`src/rtl/dac_write_arbiter.sv`:
```
// Host/GS write FIFOs with round-robin commit into DAC sample and volume registers.
// Build option DAC_SD_VOLFORCE_EN: host sample commits also force that channel's volume to 63.
module dac_write_arbiter #(
  parameter int unsigned FIFO_AW = 1,
  parameter bit          RR_INIT = 1'b0
) (
  input  logic       clk32,
  input  logic       rst_n,
  input  logic       h_req,
  input  logic [1:0] h_chn,
  input  logic [7:0] h_data,
  output logic       h_rdy,
  input  logic       g_req,
  input  logic       g_sel,
  input  logic [1:0] g_chn,
  input  logic [7:0] g_data,
  output logic       g_rdy,
  output logic [7:0] dac0,
  output logic [7:0] dac1,
  output logic [7:0] dac2,
  output logic [7:0] dac3,
  output logic [5:0] vol0,
  output logic [5:0] vol1,
  output logic [5:0] vol2,
  output logic [5:0] vol3,
  output logic [1:0] gnt,
  output logic [1:0] ovf,
  input  logic       ovf_clr
);
  localparam int unsigned DEPTH = 1 << FIFO_AW;

  typedef logic [FIFO_AW-1:0] ptr_t;
  typedef logic [FIFO_AW:0]   cnt_t;
  typedef logic [10:0]        entry_t;  // {sel, chn[1:0], data[7:0]}
  typedef enum logic {PRI_HOST = 1'b0, PRI_GS = 1'b1} pri_e;

  entry_t     mem_q [2][DEPTH];
  ptr_t       wp_q [2], wp_d [2], rp_q [2], rp_d [2];
  cnt_t       cnt_q [2], cnt_d [2];
  logic [1:0] rdy_q, rdy_d, req, ne, push, drop, pop;
  logic [1:0] gnt_q, gnt_d, ovf_q, ovf_d;
  pri_e       pri_q, pri_d;
  entry_t     wr_ent [2];
  entry_t     head;
  logic [7:0] dac_q [4], dac_d [4];
  logic [5:0] vol_q [4], vol_d [4];

  assign req       = {g_req, h_req};
  assign wr_ent[0] = {1'b0, h_chn, h_data};
  assign wr_ent[1] = {g_sel, g_chn, g_data};
  assign push      = req & rdy_q;
  assign drop      = req & ~rdy_q;
  assign ovf_d     = (ovf_q & ~{2{ovf_clr}}) | drop;
  assign gnt_d     = pop;

  always_comb begin
    for (int unsigned i = 0; i < 2; i++) begin
      ne[i] = (cnt_q[i] != '0);
    end
  end

  // Priority only rotates when both heads compete; a lone requester leaves it untouched.
  always_comb begin
    pop   = ne;
    pri_d = pri_q;
    if (&ne) begin
      if (pri_q == PRI_HOST) begin
        pop   = 2'b01;
        pri_d = PRI_GS;
      end else begin
        pop   = 2'b10;
        pri_d = PRI_HOST;
      end
    end
  end

  always_comb begin
    for (int unsigned i = 0; i < 2; i++) begin
      wp_d[i]  = push[i] ? wp_q[i] + ptr_t'(1) : wp_q[i];
      rp_d[i]  = pop[i]  ? rp_q[i] + ptr_t'(1) : rp_q[i];
      cnt_d[i] = cnt_q[i];
      if (push[i] && !pop[i]) begin
        cnt_d[i] = cnt_q[i] + cnt_t'(1);
      end else if (!push[i] && pop[i]) begin
        cnt_d[i] = cnt_q[i] - cnt_t'(1);
      end
      rdy_d[i] = (cnt_d[i] < cnt_t'(DEPTH));
    end
  end

  assign head = pop[1] ? mem_q[1][rp_q[1]] : mem_q[0][rp_q[0]];

  always_comb begin
    dac_d = dac_q;
    vol_d = vol_q;
    if (|pop) begin
      if (head[10]) begin
        vol_d[head[9:8]] = head[5:0];
      end else begin
        dac_d[head[9:8]] = head[7] ? head[7:0] : {head[7], ~head[6:0]};
`ifdef DAC_SD_VOLFORCE_EN
        if (pop[0]) begin
          vol_d[head[9:8]] = '1;
        end
`endif
      end
    end
  end

  always_ff @(posedge clk32) begin
    for (int unsigned i = 0; i < 2; i++) begin
      if (push[i]) begin
        mem_q[i][wp_q[i]] <= wr_ent[i];
      end
    end
  end

  always_ff @(posedge clk32 or negedge rst_n) begin
    if (!rst_n) begin
      for (int unsigned i = 0; i < 2; i++) begin
        wp_q[i]  <= '0;
        rp_q[i]  <= '0;
        cnt_q[i] <= '0;
      end
      for (int unsigned c = 0; c < 4; c++) begin
        dac_q[c] <= '0;
        vol_q[c] <= '0;
      end
      rdy_q <= '1;
      gnt_q <= '0;
      ovf_q <= '0;
      pri_q <= pri_e'(RR_INIT);
    end else begin
      wp_q  <= wp_d;
      rp_q  <= rp_d;
      cnt_q <= cnt_d;
      dac_q <= dac_d;
      vol_q <= vol_d;
      rdy_q <= rdy_d;
      gnt_q <= gnt_d;
      ovf_q <= ovf_d;
      pri_q <= pri_d;
    end
  end

  assign h_rdy = rdy_q[0];
  assign g_rdy = rdy_q[1];
  assign gnt   = gnt_q;
  assign ovf   = ovf_q;
  assign dac0  = dac_q[0];
  assign dac1  = dac_q[1];
  assign dac2  = dac_q[2];
  assign dac3  = dac_q[3];
  assign vol0  = vol_q[0];
  assign vol1  = vol_q[1];
  assign vol2  = vol_q[2];
  assign vol3  = vol_q[3];

endmodule

```
`config.mk`:
```
export PLATFORM = sky130hd
export DESIGN_NAME = dac_write_arbiter
export DESIGN_NICKNAME = d
export VERILOG_FILES = /design/src/rtl/dac_write_arbiter.sv
export SDC_FILE = /design/constraint.sdc
export NUM_CORES = 1
export LEC_CHECK = 0
export ABC_CLOCK_PERIOD_IN_PS = 2350
export CAP_MARGIN = 5
export CORE_MARGIN = 8
export CORE_UTILIZATION = 23
export DETAILED_ROUTE_END_ITERATION = 10
export DONT_BUFFER_PORTS = 1
export PLACE_DENSITY_LB_ADDON = 0.05
export REMOVE_ABC_BUFFERS = 1
export SKIP_CTS_REPAIR_TIMING = 1
export SYNTH_ARGS = -nofsm -noshare
export SYNTH_HDL_FRONTEND = slang
export SYNTH_SLANG_ARGS = --single-unit
```
`constraint.sdc`:
```
create_clock -name clk32 -period 2.35 [get_ports clk32]
set_input_delay 0.47 -clock clk32 [delete_from_list [all_inputs] [get_ports clk32]]
set_output_delay 0.47 -clock clk32 [all_outputs]
set_load 0.02 [all_outputs]
```
==> impl_metrics.ini <==
[sta]
drv_slew = 0
worst_pin_slew_ps = 702.7
fin_hold_ws_ps = 152.4
max_freq_mhz = 447.2
finClkSkew_ps = 7.127
setup_tns_ps = 0
hold_viol_final = 0
layout_worst_path_cycle_share_pct = 95.15
final-setup-viol-count = 0
rsz0062_at_grt = false
layout_min_cycle_time_ps = 2236
relSlewSlack_pct = 51.82

[global_routing]
antenna_found_initial = 1
grt_use_total_pct = 10.30
first_global_vias = 2945
grt_overflow = 0
grt_pass1_wl_um = 19670
grt_max_degree = 72

[clock_tree]
ctsHtreeMaxLevel = 4
clk_latency_ps = 410
cts_sinks = 113
cts_tree = built
cts_buffers = 17
clkTransAtPathRegs_ps = 60
cts_root_buf = clkbuf_16
clock_path_buffers = 2

[yosys]
synth-main-ff-cell = dfrtp_1
synth_edf_count = 42
synthMuxAreaShare_pct = 21.79
ys_types = 39
synthSimpleGateAreaFrac_pct = 3.365
synthArstFlopShare_pct = 62.83
synth_xor_area_share_pct = 4.605
synth_seq_area_share_pct = 61.49
netlist_instances = 326
avgSynthCellArea_um2 = 15.17
synth_compound_area_share_pct = 5.415
yosysWarnings = 0
netlist_area_um2 = 4945
ys_ff_latch = 113
synth_top_family_by_area = multiplexers
synthAdderAreaFrac_pct = 1.518

[cells_and_area]
layout-drive-gt1-share_pct = 35.08
num-fill-cells = 2130
final_area_um2 = 6142
seq_area_um2 = 3040
final_cell_mix = 69 x dfrtp_1, 58 x mux2_2, 42 x edfxtp_1
syn_to_final_growth_pct = 24.22
final_common_cell = dfrtp_1
nets = 401
diodes = 0
multi_input_area_um2 = 1829
utilization_pct = 29.13

[place]
dp_hpwl_um = 9357
portBuffers = 0
placed_cell_area_um2 = 5543
gp_congestion = 0.7204

[worst_setup_path]
crit_path_cell_trace = inv_1 -> ha_1 -> or3_4 -> a221o_1 -> o32ai_4 -> buf_12 -> mux2_2
cpLargestDelayFamily = compound AO/OA/AOI/OAI gates
cp_slowest_cell = a221o_1
cpPeakStageDelay_ps = 400
arrival_ps = 2530
crit_fanout = 8
crit_buf_inv = 2
worstSetupEndpointType = flop
cp.required_ps = 2640
path_class = flop to flop
crit_path_start_kind = flop
crit_start = cnt_q[0]
rr_startpoint = cnt_q[0]

[route]
via_count = 2790
drt-wirelength-per-cell_um = 19.88
ant_nets = 0
vias_per_cell = 4.247
drtIter0Drc = 92
drc = 0
first_pass_iters = 3
routed_wl_um = 13060

[min_path]
hold_start = h_data[0]
hp-class = primary input to flop

[pwr]
power_density_nw_per_um2 = 1802
ir_worst_vdd_uv = 669.6
power_leakage_nw = 2.477

[floorplanning]
coreArea_um2 = 21090
die_height_um = 162.6
die_width_um = 162.6
start_util_pct = 23.45
fp-row-count = 53
ioPinCount = 88
dieArea_um2 = 26450

[run_status]
status = complete, no violations

[job]
cap_violations = 0
-- cell families after synthesis --
family,Yosys count
fa+ha+maj,6
mux,100
buf+inv,22
flops,113
xor+xnor,26
compound gates,28
simple gates,31
-- Yosys cell counts, drive strengths merged, types with 3 or more instances --
cell type	number	area (um^2)
dfrtp	69	1727
mux2	58	653.1
edfxtp	42	1261
mux2i	42	424.2
xnor2	18	157.7
inv	13	48.80
nand2	10	37.54
nor2	8	37.54
xor2	8	70.07
a21oi	6	30.03
buf	6	30.03
ha	6	75.07
nor3	5	30.03
o21ai	4	20.01
clkbuf	3	11.26
-- path summary, 6_finish.rpt --
check	slack (ps)	to	cells past startpoint
setup / recovery	110	dac2[4]	7
hold / removal	150	mem_q[0][11]	0
setup reg to reg	110	dac2[4]	7
hold reg to reg	480	cnt_q[0]	1
max in group asynchronous	1410	dac2[5]	2
min in group asynchronous	590	ovf[1]	2
-- per-layer routing --
metal  wire length, um  GRT usage, %
met3              1057         4.702
met5                13             0
met4               155         3.753
met2              6394         16.08
met1              5441         12.26
-- final cells by class --
| type | count | area share, % |
|---|---|---|
| sequential | 113 | 49.50 |
| timing repair buffer | 33 | 5.419 |
| multi-input combinational | 191 | 29.78 |
| tap | 275 | 5.602 |
| clock inverter | 9 | 0.9371 |
| clock buffer | 23 | 7.965 |
| inverter | 13 | 0.7945 |
-- power by group --
part | internal (W) | total, W | leakage, nW | switching [W]
logic | 0.00233 | 0.00452 | 0.983 | 0.00219
clock network | 0.00146 | 0.00237 | 0.268 | 0.000912
registers | 0.00291 | 0.00418 | 1.23 | 0.00127
total | 0.00669 | 0.0111 | 2.48 | 0.00437
-- flip-flops by register name, indices dropped and copies added (netlist names), named ones only --
| name | flops |
|---|---|
| wp_q | 2 |
| dac3 | 8 |
| rdy_q | 2 |
| vol2 | 6 |
| vol1 | 6 |
| mem_q | 42 |
| ovf | 2 |
| dac0 | 8 |
| gnt | 2 |
| dac2 | 8 |
| dac1 | 8 |
| pri_q | 1 |
| vol0 | 6 |
| cnt_q | 2 |
| rp_q | 2 |
| vol3 | 6 |
-- per-stage QoR --
stage	setup WS, ps	std cells	total power, W
floorplan	44.55	317	0.006921
global placement	2.833	623	0.008789
detailed placement	6.834	623	0.008850
CTS	1.114	655	0.01127
global route	14.65	657	0.01182
finish	114.0	657	0.01107
(Power assumes the default switching activity.)
